`config.mk`:
```
export PLATFORM = sky130hd
export DESIGN_NAME = line_window_scheduler
export DESIGN_NICKNAME = d
export VERILOG_FILES = /design/src/rtl/line_sched_pkg.sv /design/src/rtl/bank_rotator.sv /design/src/rtl/line_window_scheduler.sv
export SDC_FILE = /design/constraint.sdc
export NUM_CORES = 1
export LEC_CHECK = 0
export BUFFER_PORTS_ARGS = -buffer_cell sky130_fd_sc_hd__buf_4
export CELL_PAD_IN_SITES_DETAIL_PLACEMENT = 0
export CELL_PAD_IN_SITES_GLOBAL_PLACEMENT = 1
export CORE_MARGIN = 2
export CORE_UTILIZATION = 30
export CTS_CLUSTER_DIAMETER = 120
export DETAILED_ROUTE_END_ITERATION = 12
export PLACE_DENSITY_LB_ADDON = 0.1
export SYNTH_ARGS = -nofsm -noshare
export SYNTH_HDL_FRONTEND = slang
export SYNTH_SLANG_ARGS = --single-unit
```
`constraint.sdc`:
```
create_clock -name clk -period 1.4 [get_ports clk]
set_input_delay 0.07 -clock clk [delete_from_list [all_inputs] [get_ports clk]]
set_output_delay 0.07 -clock clk [all_outputs]
set_load 0.03 [all_outputs]
```
`src/rtl/line_sched_pkg.sv`:
```
// Shared types for the line window scheduler: FSM states, bank index and
// the modulo-3 step used for every bank pointer.
package line_sched_pkg;

  typedef enum logic [2:0] {IDLE, FILL, ISSUE, WAIT, LOAD, DONE} state_t;

  typedef logic [1:0] bank_t;

  // 0 -> 1 -> 2 -> 0
  function automatic bank_t inc3(input bank_t b);
    return (b == 2'd2) ? 2'd0 : b + 2'd1;
  endfunction

endpackage

```
`src/rtl/bank_rotator.sv`:
```
// Bank pointers for the three-bank row buffer: the write pointer follows
// accepted rows, the mid pointer follows the current output row. Window
// selects are forced to 0 whenever no window is active.
module bank_rotator
  import line_sched_pkg::*;
(
  input  logic       clk,
  input  logic       resetn,
  input  logic       clr,
  input  logic       wr_adv,
  input  logic       row_adv,
  input  logic       en,
  output logic [1:0] wr_bank,
  output logic [1:0] top_sel,
  output logic [1:0] mid_sel,
  output logic [1:0] bot_sel
);

  bank_t wp;
  bank_t mp;

  // advance write pointer per accepted row, mid pointer per output-row step
  always_ff @(posedge clk) begin
    if (!resetn || clr) begin
      wp <= 2'd0;
      mp <= 2'd0;
    end else begin
      if (wr_adv)  wp <= inc3(wp);
      if (row_adv) mp <= inc3(mp);
    end
  end

  assign wr_bank = wp;
  assign mid_sel = en ? mp : 2'd0;
  assign bot_sel = en ? inc3(mp) : 2'd0;
  // (r-1) mod 3 is two forward steps
  assign top_sel = en ? inc3(inc3(mp)) : 2'd0;

endmodule

```
`src/rtl/line_window_scheduler.sv`:
```
// Sequences a three-bank row buffer: takes H rows per frame, issues K
// channel-slice windows per output row, waits for conv completion between
// windows and pulses frame_done_o at the end of the frame.
// Optional STALL_CNT_EN adds a saturating 16-bit stall counter output.
module line_window_scheduler
  import line_sched_pkg::*;
#(
  parameter int H  = 24,
  parameter int K  = 6,
  parameter int RW = $clog2(H+1),
  parameter int SW = $clog2(K+1)
) (
  input  logic          clk,
  input  logic          resetn,
  input  logic          row_valid_i,
  output logic          row_ready_o,
  output logic          wr_en_o,
  output logic [1:0]    wr_bank_o,
  output logic          win_valid_o,
  input  logic          win_ready_i,
  input  logic          conv_done_i,
  output logic [1:0]    top_sel_o,
  output logic [1:0]    mid_sel_o,
  output logic [1:0]    bot_sel_o,
  output logic          pad_top_o,
  output logic          pad_bot_o,
  output logic [SW-1:0] slice_o,
  output logic [RW-1:0] out_row_o,
  output logic          frame_done_o
`ifdef STALL_CNT_EN
  ,
  output logic [15:0]   stall_cnt_o
`endif
);

  localparam logic [RW-1:0] R_LAST = RW'(H-1);
  localparam logic [SW-1:0] S_LAST = SW'(K-1);

  state_t        st, st_nxt;
  logic [RW-1:0] row_q, row_nxt;
  logic [SW-1:0] slc_q, slc_nxt;
  logic          accept, row_adv, win_act;

  assign row_ready_o  = (st == IDLE) || (st == FILL) || (st == LOAD);
  assign accept       = row_valid_i & row_ready_o;
  assign wr_en_o      = accept;
  assign win_valid_o  = (st == ISSUE);
  assign frame_done_o = (st == DONE);
  assign win_act      = (st == ISSUE) || (st == WAIT) || (st == LOAD);
  assign pad_top_o    = win_act && (row_q == '0);
  assign pad_bot_o    = win_act && (row_q == R_LAST);
  assign slice_o      = slc_q;
  assign out_row_o    = row_q;

  // next state, row and slice; row_adv steps the mid bank pointer
  always_comb begin
    st_nxt  = st;
    row_nxt = row_q;
    slc_nxt = slc_q;
    row_adv = 1'b0;
    case (st)
      IDLE:  if (accept) st_nxt = FILL;
      FILL:  if (accept) st_nxt = ISSUE;
      ISSUE: if (win_ready_i) st_nxt = WAIT;
      WAIT: begin
        if (conv_done_i) begin
          if (slc_q != S_LAST) begin
            slc_nxt = slc_q + SW'(1);
            st_nxt  = ISSUE;
          end else begin
            slc_nxt = '0;
            if (row_q == R_LAST) begin
              st_nxt = DONE;
            end else begin
              row_nxt = row_q + RW'(1);
              row_adv = 1'b1;
              // the new bottom row still has to be fetched unless it is padding
              st_nxt  = ((row_q + RW'(2)) <= R_LAST) ? LOAD : ISSUE;
            end
          end
        end
      end
      LOAD:  if (accept) st_nxt = ISSUE;
      DONE: begin
        st_nxt  = IDLE;
        row_nxt = '0;
        slc_nxt = '0;
      end
      default: st_nxt = IDLE;
    endcase
  end

  // state and counter registers
  always_ff @(posedge clk) begin
    if (!resetn) begin
      st    <= IDLE;
      row_q <= '0;
      slc_q <= '0;
    end else begin
      st    <= st_nxt;
      row_q <= row_nxt;
      slc_q <= slc_nxt;
    end
  end

  bank_rotator u_rot (
    .clk     (clk),
    .resetn  (resetn),
    .clr     (st == DONE),
    .wr_adv  (accept),
    .row_adv (row_adv),
    .en      (win_act),
    .wr_bank (wr_bank_o),
    .top_sel (top_sel_o),
    .mid_sel (mid_sel_o),
    .bot_sel (bot_sel_o)
  );

`ifdef STALL_CNT_EN
  logic [15:0] stall_q;

  // count engine back-pressure in ISSUE and producer starvation in LOAD
  always_ff @(posedge clk) begin
    if (!resetn) begin
      stall_q <= '0;
    end else if (st == IDLE && accept) begin
      stall_q <= '0;
    end else if (((st == ISSUE && !win_ready_i) || (st == LOAD && !row_valid_i))
                 && stall_q != 16'hFFFF) begin
      stall_q <= stall_q + 16'd1;
    end
  end

  assign stall_cnt_o = stall_q;
`endif

endmodule

```
Word level (Yosys, flattened, before mapping)
Cells that the tools add are included.

storage, ports and cells
  flip-flop bits (word level) = 15
  word-level logic and storage cells = 69
  bits of input ports = 5
  output and inout bits = 22

operators by class
  $add $sub $neg = 6
  mux-type cells = 25
  order comparisons = 1
  bitwise operators = 1
  reductions and logical operators = 15
  eq/ne operators = 16

operators with widths
  kind                                                                      count
  3-bit two-way mux                                                         9
  5-bit two-way mux                                                         3
  2-bit two-way mux                                                         6
  3-bit one-hot mux with 4 select lines                                     1
  5-bit one-hot mux with 2 select lines                                     1
  2-bit inequality test (second input constant)                             4
  4-bit AND reduction                                                       2
  2-bit by 1-bit adder with 2-bit output (second input constant)            3
  2-bit equality test (second input constant)                               3
  3-bit by 2-bit equality test with 1-bit output (second input constant)    2
  3-bit equality test (second input constant)                               2
  3-bit one-hot mux with 2 select lines                                     1
  5-bit by 1-bit adder with 5-bit output (second input constant)            1
  5-bit by 2-bit adder with 5-bit output (second input constant)            1
  5-bit equality test (second input constant)                               1
  5-bit less-or-equal comparator (second input constant)                    1
  5-bit logical NOT                                                         1
  1-bit logical OR                                                          5
  1-bit two-way mux                                                         4
  2-bit by 1-bit inequality test with 1-bit output (second input constant)  2
  3-bit by 1-bit adder with 3-bit output (second input constant)            1
  3-bit by 1-bit equality test with 1-bit output (second input constant)    1
  3-bit logical NOT                                                         1
  3-bit inequality test (second input constant)                             1
  6 further kinds                                                           7

Depth between registers and ports, before layout
Gate-level depths: netlist of the first run.

  word-level depth = 7
  gate-level depth with buffers = 5
  depth with buffers taken out = 5

By module
Synthesis of the first run repeated with hierarchy kept, for this count alone.

second synthesis, totals
  cell total of the unflattened synthesis = 127
  area total of the unflattened synthesis = 1009.7 sq um

by module, submodules not included
  module                 cells each  area an instance (sq um)  times used  seq. area each (sq um)
  line_window_scheduler  104         798.3                     1           220.2
  bank_rotator           23          211.5                     1           80.1

Worst setup path after synthesis of the first run
No wires, ideal clock.

  kind = reg-to-output
  start point = register st[1]
  end point = output pad_top_o
  data required time = 1330 ps
  arrival = 1742 ps
  path slack = -412 ps
  buffers on the path = 1
  stages on the path, launching flop included = 4
  cell sequence = dfxtp_1 buf_2 mux2i_1 nor4_1

between the ends
  cells in the longest elaborated chain, start to end = 4
  elaborated cells on any way between the ends = 6
  classes of those cells = 3 x eq/ne; 3 x reduce/logical

ends and longest elaborated chain
  item                                            line                          text
  start, declared                                 line_window_scheduler.sv:39   state_t st, st_nxt;
  start signal, assigned                          line_window_scheduler.sv:100  st <= st_nxt;
  3-bit by 2-bit equality test with 1-bit output  line_window_scheduler.sv:49   assign win_act = (st == ISSUE) || (st == WAIT) || (st == LOAD);
  1-bit logical OR                                line_window_scheduler.sv:49
  1-bit logical OR *                              line_window_scheduler.sv:49
  1-bit logical AND *                             line_window_scheduler.sv:50   assign pad_top_o = win_act && (row_q == '0);
  end, declared                                   line_window_scheduler.sv:25   output logic pad_top_o,

Mark *: on every way between the ends. The rest lies on a longest branch, timed or not.

Worst setup path in the final report of the first run
  start point = register row_q[0] (netlist: out_row_o[0])
  end point = output pad_top_o

between the ends
  cells in the longest elaborated chain, start to end = 2

ends and longest elaborated chain
  item                    line                          text
  start, declared         line_window_scheduler.sv:40   logic [RW-1:0] row_q, row_nxt;
  start signal, assigned  line_window_scheduler.sv:101  row_q <= row_nxt;
  5-bit logical NOT       line_window_scheduler.sv:50
  1-bit logical AND       line_window_scheduler.sv:50

No other way between the ends.

==> impl_metrics.env, run 1 <==
export IMPL_antenna_found_initial=0
export IMPL_min_from="resetn"
export IMPL_core_um2=3311
export IMPL_synth_edf_count=0
export IMPL_path_clk_slew_ps=100
export IMPL_timing_final_ws_setup_ps=-70.73
export IMPL_wl_mm=3.083
export IMPL_synthFlopType="dfxtp_1"
export IMPL_die_y_um=62.62
export IMPL_synth_nets=132
export IMPL_syn_area_um2=1031
export IMPL_yosysUniqueCellTypes=39
export IMPL_first_global_vias=1040
export IMPL_setup_viol=6
export IMPL_drive_gt1_frac=0.5575
export IMPL_hold_violations=0
export IMPL_path_class="reg -> out"
export IMPL_crit_top_cell="buf_6"
export IMPL_yosys_top_cells_count="dfxtp_1 (15), a21oi_1 (10), nor2b_1 (7)"
export IMPL_cts_tree="built"
export IMPL_maxCapViolCount=0
export IMPL_die_area_um2=3921
export IMPL_rr_startpoint="st[0]$_SDFFE_PN0P_"
export IMPL_ys_warn_count=0
export IMPL_portBuffers=26
export IMPL_grt_pass1_wl_mm=4.954
export IMPL_crit_chain="buf_6, inv_2, ha_4, nand2b_4, nor4_4, buf_6"
export IMPL_avgSynthCellArea_um2=8.451
export IMPL_slowest_delay_ps=370
export IMPL_synth_most_common_cell="dfxtp_1"
export IMPL_ant_nets=0
export IMPL_avgViaCountPerCell=5.073
export IMPL_clock_sinks=15
export IMPL_ys_ff_latch=15
export IMPL_cp_slowest_cell="dfxtp_4"
export IMPL_power_density_nw_per_um2=526.4
export IMPL_area_growth_pct=71.00
export IMPL_outcome="finished, violations left"
export IMPL_maxSlewHeadroom=0.7345
export IMPL_worst_setup_path_start_kind="flop"
export IMPL_clk_latency_ps=290
export IMPL_rows=21
export IMPL_hpwl_mm=2.114
export IMPL_timing_hold_ws_ps=75.36
export IMPL_drcViolationCount=0
export IMPL_numCtsBuffers=3
export IMPL_endpoint_kind="output port"
export IMPL_final_cell_count_no_fill=220
export IMPL_cp_max_fo=2
export IMPL_path_delay_family="flip-flops"
export IMPL_nNetsFinal=185
export IMPL_period_needed_ps=1471
export IMPL_yosysSeqAreaShare=0.2913
export IMPL_synth_area_leaders="dfxtp_1 (29%), ha_1 (6.1%), a21oi_1 (4.9%)"
export IMPL_die_width_um=62.62
export IMPL_grt_overflow_total=0
export IMPL_ir_drop_v=0.0003419
export IMPL_cp_required_ps=1330
export IMPL_place_congestion=0.8763
export IMPL_vias=1116
export IMPL_clock_fmax_mhz=679.9
export IMPL_synthArstFlopShare=0
export IMPL_post_place_ws_ps=-70.15
export IMPL_fin_skew_ps=2.621
export IMPL_place_inst=204
export IMPL_critPathLaunch="out_row_o[0]$_SDFFE_PN0P_"
export IMPL_yosysTopAreaCell="dfxtp_1"
export IMPL_worstPathArrival_ps=1400
export IMPL_violations="negative setup slack"
export IMPL_ctsHoldBuffers=0
export IMPL_cts_max_path_buffers=2
export IMPL_synthCells=122
export IMPL_wl_per_cell_um=14.01
export IMPL_initial_utilization=0.3114
export IMPL_rsz0062_at_grt="yes"
export IMPL_period_share=1.051
export IMPL_cts_root_buffer="clkbuf_4"
export IMPL_worst_slew_pin_slew_ps=394.1
export IMPL_grt_usage=0.1564
export IMPL_htree_levels=1
export IMPL_hold_path_class="in -> reg"
export IMPL_yosysTopAreaCellShare=0.2913
export IMPL_drt_iter0_markers=23
export IMPL_crit_buf_inv=3
export IMPL_grt_max_degree=13
export IMPL_slew_violations=0
export IMPL_drtPass1Iterations=4
export IMPL_antennaDiodeCount=0
export IMPL_num_io_pins=27
export IMPL_p_leak_nw=0.7020
-- metrics by stage --
step | TNS (ps) | utilization | power [mW] | cell area, µm²
after floorplan | -390.9 | - | 0.5524 | 1079
after global placement | -128.5 | 0.4252 | 0.6204 | 1408
after detailed placement | -205.9 | 0.4252 | 0.6228 | 1408
after CTS | -206.6 | 0.4834 | 0.9225 | 1600
after global routing | -1433 | 0.5325 | 0.9835 | 1763
final | -164.2 | 0.5325 | 0.9280 | 1763
-- report_power, final --
group	total, mW	leakage [nW]	internal [mW]	switching (mW)
logic	0.225	0.557	0.106	0.119
registers	0.442	0.128	0.431	0.0109
clock network	0.260	0.0177	0.106	0.154
total	0.928	0.702	0.644	0.284
-- flip-flops by register name, summed over array words and instances, names as in the netlist --
signal	flops
out_row_o	5
u_rot.wr_bank	2
slice_o	3
st	3
u_rot.mp	2
-- metal layers --
metal  wire length (µm)  up-vias  GRT usage
met1               1500      532     0.2046
met4                 39        0    0.05833
met3                 86        4    0.02162
met5                  0        -          0
met2               1456       16     0.2608
li1                   -      564          -
-- kinds of logic (layout without fill, tap and decap cells) --
| group | after synthesis | in the layout | synth area share |
|---|---|---|---|
| simple gates | 58 | 58 | 0.3701 |
| compound gates | 28 | 28 | 0.1723 |
| flops | 15 | 15 | 0.2913 |
| fa+ha+maj | 5 | 5 | 0.06068 |
| xor+xnor | 1 | 1 | 0.008497 |
| buf+inv | 11 | 63 | 0.05825 |
| mux | 4 | 4 | 0.03884 |
-- area by class of cell --
| class | count | area [µm²] |
|---|---|---|
| Multi-Input combinational cell | 96 | 892.1 |
| Sequential cell | 15 | 322.8 |
| Clock buffer | 3 | 22.52 |
| Timing Repair Buffer | 54 | 439.2 |
| Inverter | 5 | 23.77 |
| Fill cell | 331 | 1548 |
| Tap cell | 46 | 57.56 |
| Clock inverter | 1 | 5.005 |
-- what timing repair did --
action / CTS / global route
gates cloned: 0 / 0
gates resized for setup: 24 / 25
setup endpoints to repair: 16 / 21
pin swaps: 11 / 9
buffers inserted: 9 / 3
-- worst paths after layout --
check	to	slack (ps)	cells after the start
max	pad_top_o	-70	6
min	st[2]$_SDFFE_PN0P_	80	2
max reg2reg	u_rot.wr_bank[1]$_SDFFE_PP0P_	-10	4
min reg2reg	u_rot.wr_bank[1]$_SDFFE_PP0P_	510	2
-- layout by cell type, fill, tap and decap left out, types with 2 or more instances in the layout --
master and n:
nand3b_1 3, ha_4 4, and4b_1 2, inv_1 3, nor3_2 2, dfxtp_4 4, nor2_4 2, dfxtp_2 6
nand2b_4 3, dfxtp_1 5, buf_6 9, nand4_1 2, o21ai_0 4, and2_1 3, a21oi_1 8, nand3_1 5
nand4b_1 4, a21o_1 2, nand2_1 6, a21oi_2 2, clkbuf_4 3, nor4_4 2, or4_1 3, nor2_1 4
mux2i_1 4, buf_4 45, nor2b_1 7
(Power assumes the default switching activity.)
==> inputs of run 2 (changes only) <==
- CORE_UTILIZATION: 30 -> 34
==> impl_metrics.env, run 2 (synthesis gave the netlist of run 1 again) <==
export IMPL_htree_levels=1
export IMPL_num_io_pins=27
export IMPL_p_leak_nw=0.6794
export IMPL_first_global_vias=1083
export IMPL_die_area_um2=3489
export IMPL_hpwl_mm=2.074
export IMPL_cp_required_ps=1330
export IMPL_place_inst=187
export IMPL_drt_iter0_markers=18
export IMPL_timing_hold_ws_ps=89.27
export IMPL_fillCellCount=251
export IMPL_grt_usage=0.1857
export IMPL_wl_per_cell_um=14.98
export IMPL_grt_max_degree=13
export IMPL_rsz0062_at_grt="yes"
export IMPL_worst_slew_pin_slew_ps=352.4
export IMPL_initial_utilization=0.3644
export IMPL_antennaDiodeCount=0
export IMPL_final_common_cell="buf_4"
export IMPL_ir_drop_v=0.0005817
export IMPL_maxCapViolCount=0
export IMPL_wl_mm=2.996
export IMPL_nNetsFinal=180
export IMPL_grt_overflow_total=0
export IMPL_endpoint_kind="output port"
export IMPL_final_cell_count_no_fill=200
export IMPL_slew_violations=0
export IMPL_hold_path_class="in -> reg"
export IMPL_antenna_found_initial=0
export IMPL_clock_sinks=15
export IMPL_clock_fmax_mhz=677.3
export IMPL_ctsHoldBuffers=0
export IMPL_cts_tree="built"
export IMPL_core_um2=2829
export IMPL_period_needed_ps=1476
export IMPL_area_growth_pct=63.59
export IMPL_fin_skew_ps=2.782
export IMPL_setup_viol=8
export IMPL_cp_max_fo=8
export IMPL_drive_gt1_frac=0.5503
export IMPL_die_width_um=59.07
export IMPL_layout_common_cells="buf_4 (41), a21oi_1 (8), buf_6 (8)"
export IMPL_path_clk_slew_ps=90
export IMPL_cts_max_path_buffers=2
export IMPL_path_class="reg -> out"
export IMPL_violations="negative setup slack"
export IMPL_cts_root_buffer="clkbuf_4"
export IMPL_power_density_nw_per_um2=538.8
export IMPL_outcome="finished, violations left"
export IMPL_numCtsBuffers=3
export IMPL_hold_violations=0
export IMPL_period_share=1.055
export IMPL_grt_pass1_wl_mm=4.919
export IMPL_avgViaCountPerCell=5.565
export IMPL_rows=19
export IMPL_maxSlewHeadroom=0.7645
export IMPL_ant_nets=0
export IMPL_place_congestion=0.7630
export IMPL_drtPass1Iterations=4
export IMPL_timing_final_ws_setup_ps=-76.44
export IMPL_worstPathArrival_ps=1410
export IMPL_vias=1113
export IMPL_die_y_um=59.07
export IMPL_portBuffers=26
export IMPL_clk_latency_ps=280
export IMPL_worst_setup_path_start_kind="flop"
export IMPL_largest_register_ffs=5
export IMPL_drcViolationCount=0
## run 2: cell count changes in the layout (fill, tap and decap cells not counted), moves of 2 or more
cell	change
and2_1	-2
and2_4	+2
buf_4	-4
ha_2	+2
## run 2: power breakdown
group / switching (mW) / internal (mW) / total, mW
Sequential: 0.00789 / 0.429 / 0.437
Clock: 0.138 / 0.111 / 0.249
Combinational: 0.120 / 0.102 / 0.223
Total: 0.266 / 0.642 / 0.909
## run 2: what timing repair did
action,CTS,global route
resized for setup,21,28
pin swaps,7,5
hold endpoints to repair,0,0
buffers inserted,10,1
setup endpoints to repair,16,20
## run 2: worst paths after layout
check / start / slack, ps / to / cells after the start
setup / recovery: st[1]$_SDFFE_PN0P_ / -80 / bot_sel_o[1] / 6
hold reg to reg: slice_o[0]$_SDFFE_PN0P_ / 500 / slice_o[0]$_SDFFE_PN0P_ / 2
setup reg to reg: out_row_o[1]$_SDFFE_PN0P_ / 0 / out_row_o[1]$_SDFFE_PN0P_ / 4
hold / removal: resetn / 90 / st[2]$_SDFFE_PN0P_ / 2
## run 2: critical path, stage by stage, from the launching register on
cell	delay (ps)
dfxtp_4	350
buf_6	120
nor2_4	70
mux2i_1	70
buf_4	170
nor3b_2	170
buf_4	180
## run 2: area by class of cell
class / count / area (µm²) / area share
Sequential cell: 15 / 325.3 / 0.1929
Timing Repair Buffer: 49 / 397.9 / 0.2359
Tap cell: 31 / 38.79 / 0.02300
Multi-Input combinational cell: 96 / 879.6 / 0.5215
Inverter: 5 / 18.77 / 0.01113
Clock buffer: 4 / 26.28 / 0.01558
## run 2: metal layers
metal | global-route usage | routed length (µm)
met1 | 0.2190 | 1301
met2 | 0.3286 | 1558
met3 | 0.04585 | 100
met4 | 0.05844 | 34
met5 | 0 | 0
## run 2: per-stage QoR
step	utilization	power (mW)	setup slack [ps]	area, µm²	setup TNS, ps
floorplan	-	0.5524	-142.9	1079	-390.9
global placement	0.4856	0.6175	-1.633	1374	-1.633
detailed placement	0.4856	0.6212	-59.53	1374	-180.9
CTS	0.5489	0.9169	-85.73	1553	-541.8
global route	0.5962	0.9702	-163.5	1687	-1328
finish	0.5962	0.9088	-76.44	1687	-259.5
==> inputs of run 3 (changes only) <==
- CORE_UTILIZATION: 34 -> 33
- SYNTH_HIERARCHICAL: default -> 1
==> impl_metrics.env, run 3 <==
export IMPL_outcome="finished, violations left"
export IMPL_hold_violations=0
export IMPL_worstPathArrival_ps=1460
export IMPL_die_area_um2=3518
export IMPL_fillCellCount=261
export IMPL_post_place_ws_ps=-165.7
export IMPL_cts_max_path_buffers=2
export IMPL_die_width_um=59.32
export IMPL_netSwitchingFraction=0.2970
export IMPL_vias=1140
export IMPL_path_class="reg -> out"
export IMPL_min_from="resetn"
export IMPL_violations="negative setup slack"
export IMPL_period_share=1.092
export IMPL_holdPathStages=2
export IMPL_first_global_vias=1124
export IMPL_yosysSeqAreaShare=0.2974
export IMPL_power_share_clock=0.270
export IMPL_hold_path_class="in -> reg"
export IMPL_ys_warn_count=6
export IMPL_p_switching_mw=0.2714
export IMPL_maxSlewHeadroom=0.7676
export IMPL_busiest_layer="met2"
export IMPL_rsz0062_at_grt="yes"
export IMPL_core_um2=2978
export IMPL_synthArstFlopShare=0
export IMPL_combPwrFrac=0.250
export IMPL_seq_power_share=0.480
export IMPL_final_common_cell="buf_4"
export IMPL_stdcell_area_um2=1750
export IMPL_maxCapViolCount=0
export IMPL_drtPass1Iterations=4
export IMPL_grt_pass1_wl_mm=5.050
export IMPL_numCtsBuffers=3
export IMPL_period_needed_ps=1529
export IMPL_hpwl_mm=2.187
export IMPL_timing_final_ws_setup_ps=-129.3
export IMPL_final_cell_count_no_fill=218
export IMPL_yosysTopAreaCell="dfxtp_1"
export IMPL_initial_utilization=0.3391
export IMPL_layout_common_cells="buf_4 (41), buf_6 (18), nor2_1 (12)"
export IMPL_clock_fmax_mhz=653.9
export IMPL_wl_mm=3.004
export IMPL_area_growth_pct=73.36
export IMPL_synth_edf_count=0
export IMPL_cts_tree="built"
export IMPL_cts_root_buffer="clkbuf_4"
export IMPL_ant_nets=0
export IMPL_rr_startpoint="out_row_o[1]$_SDFFE_PN0P_"
export IMPL_drt_iter0_markers=42
export IMPL_antennaDiodeCount=0
export IMPL_setup_viol=15
export IMPL_p_int_mw=0.6423
export IMPL_avgViaCountPerCell=5.229
export IMPL_synth_nets=137
export IMPL_wl_per_cell_um=13.78
export IMPL_cp_required_ps=1330
export IMPL_slew_violations=0
export IMPL_ys_ff_latch=15
export IMPL_num_io_pins=27
export IMPL_synthFlopType="dfxtp_1"
export IMPL_critPathLaunch="st[2]$_SDFFE_PN0P_"
export IMPL_met1_usage=0.2356
export IMPL_antenna_found_initial=0
export IMPL_power_density_nw_per_um2=522.0
export IMPL_ctsHoldBuffers=0
export IMPL_r2r_cells=6
export IMPL_met2_usage=0.3312
export IMPL_worst_setup_path_start_kind="flop"
export IMPL_htree_levels=1
export IMPL_drive_gt1_frac=0.5514
export IMPL_place_congestion=0.7823
export IMPL_use_met3=0.01965
export IMPL_fin_skew_ps=2.954
export IMPL_grt_usage=0.1893
export IMPL_drcViolationCount=0
export IMPL_endpoint_kind="output port"
export IMPL_path_clk_slew_ps=90
export IMPL_largest_register_ffs=5
export IMPL_clock_sinks=15
export IMPL_synth_most_common_cell="dfxtp_1"
export IMPL_cp_max_fo=7
export IMPL_avgSynthCellArea_um2=7.951
export IMPL_clk_latency_ps=280
export IMPL_yosysTopAreaCellShare=0.2974
export IMPL_worst_slew_pin_slew_ps=348.2
export IMPL_grt_max_degree=10
export IMPL_synthCells=127
export IMPL_placed_cell_area_um2=1496
export IMPL_nNetsFinal=196
export IMPL_die_y_um=59.32
export IMPL_yosysUniqueCellTypes=36
export IMPL_syn_area_um2=1010
export IMPL_grt_overflow_total=0
export IMPL_p_leak_nw=0.6807
export IMPL_portBuffers=26
export IMPL_post_route_util=0.5878
export IMPL_synth_area_leaders="dfxtp_1 (30%), ha_1 (6.2%), nor2_1 (5.2%)"
export IMPL_ir_drop_v=0.0003791
export IMPL_rows=20
export IMPL_yosys_top_cells_count="dfxtp_1 (15), nor2_1 (14), inv_1 (9), nand2_1 (9), a21oi_1 (8)"
export IMPL_place_inst=208
[run 3: cell count changes after synthesis, moves of 3 or more]
| cell | change |
|---|---|
| nor2_1 | +8 |
| and4b_1 | -3 |
| or4_1 | -4 |
| xnor2_1 | +4 |
| nand2_1 | +3 |
| o211ai_1 | +3 |
| nor2b_1 | -7 |
| inv_1 | +4 |
| mux2i_1 | -3 |
| nor4_1 | +3 |
| nand2b_1 | +4 |
[run 3: logic make-up (layout without fill, tap and decap cells)]
| family | after synthesis | after routing | synth area share |
|---|---|---|---|
| AO/OA/AOI/OAI | 25 | 25 | 0.1549 |
| XOR/XNOR | 4 | 4 | 0.03469 |
| adder cells (fa/ha/maj) | 5 | 5 | 0.06196 |
| buffers and inverters | 14 | 72 | 0.06567 |
| flip-flops | 15 | 15 | 0.2974 |
| multiplexers | 1 | 1 | 0.009914 |
| AND/OR/NAND/NOR | 63 | 63 | 0.3755 |
[run 3: path summary, 6_finish.rpt]
check	to	slack (ps)
max	bot_sel_o[0]	-130
min	out_row_o[1]$_SDFFE_PN0P_	70
min reg2reg	st[0]$_SDFFE_PN0P_	490
max reg2reg	out_row_o[2]$_SDFFE_PN0P_	-130
[run 3: what timing repair did]
item	in CTS	in global routing
setup buffers	3	3
gates resized for setup	37	16
cloned	0	0
pin swaps	10	13
setup endpoints to repair	18	22
[run 3: power by group through the flow]
| stage | clock, mW | combinational, mW | sequential (mW) |
|---|---|---|---|
| 4_1_cts | 0.265 | 0.210 | 0.436 |
| 3_3_place_gp | 0 | 0.187 | 0.449 |
| 5_1_grt | 0.275 | 0.246 | 0.441 |
| 3_5_place_dp | 0 | 0.189 | 0.449 |
| 2_1_floorplan | 0 | 0.107 | 0.455 |
| 6_report | 0.247 | 0.229 | 0.438 |
[run 3: layout make-up]
| class | instances | area (µm²) | area share |
|---|---|---|---|
| Clock buffer | 4 | 26.28 | 0.01501 |
| Inverter | 9 | 40.04 | 0.02287 |
| Multi-Input combinational cell | 98 | 807.0 | 0.4610 |
| Sequential cell | 15 | 325.3 | 0.1858 |
| Tap cell | 33 | 41.29 | 0.02359 |
| Timing Repair Buffer | 59 | 510.5 | 0.2916 |
[run 3: metrics by stage]
stage               TNS [ps]  total power [mW]  hold WS [ps]
finish                 -1423            0.9137         66.17
global route           -2566            0.9614         61.26
CTS                    -1496            0.9104         52.42
detailed placement    -913.0            0.6387         366.9
global placement      -680.2            0.6357         356.0
floorplan             -803.7            0.5621         187.8
[run 3: worst max-delay path: stages (launching register included)]
cell,delay [ps]
dfxtp_4,400
buf_6,110
nand2_4,40
o21a_4,220
inv_4,80
nor3b_4,180
buf_6,150
[run 3: layer usage]
metal | up-vias | wire [µm]
met1 | 550 | 1359
li1 | 566 | -
met2 | 22 | 1530
met4 | 0 | 20
met5 | - | 0
met3 | 2 | 94
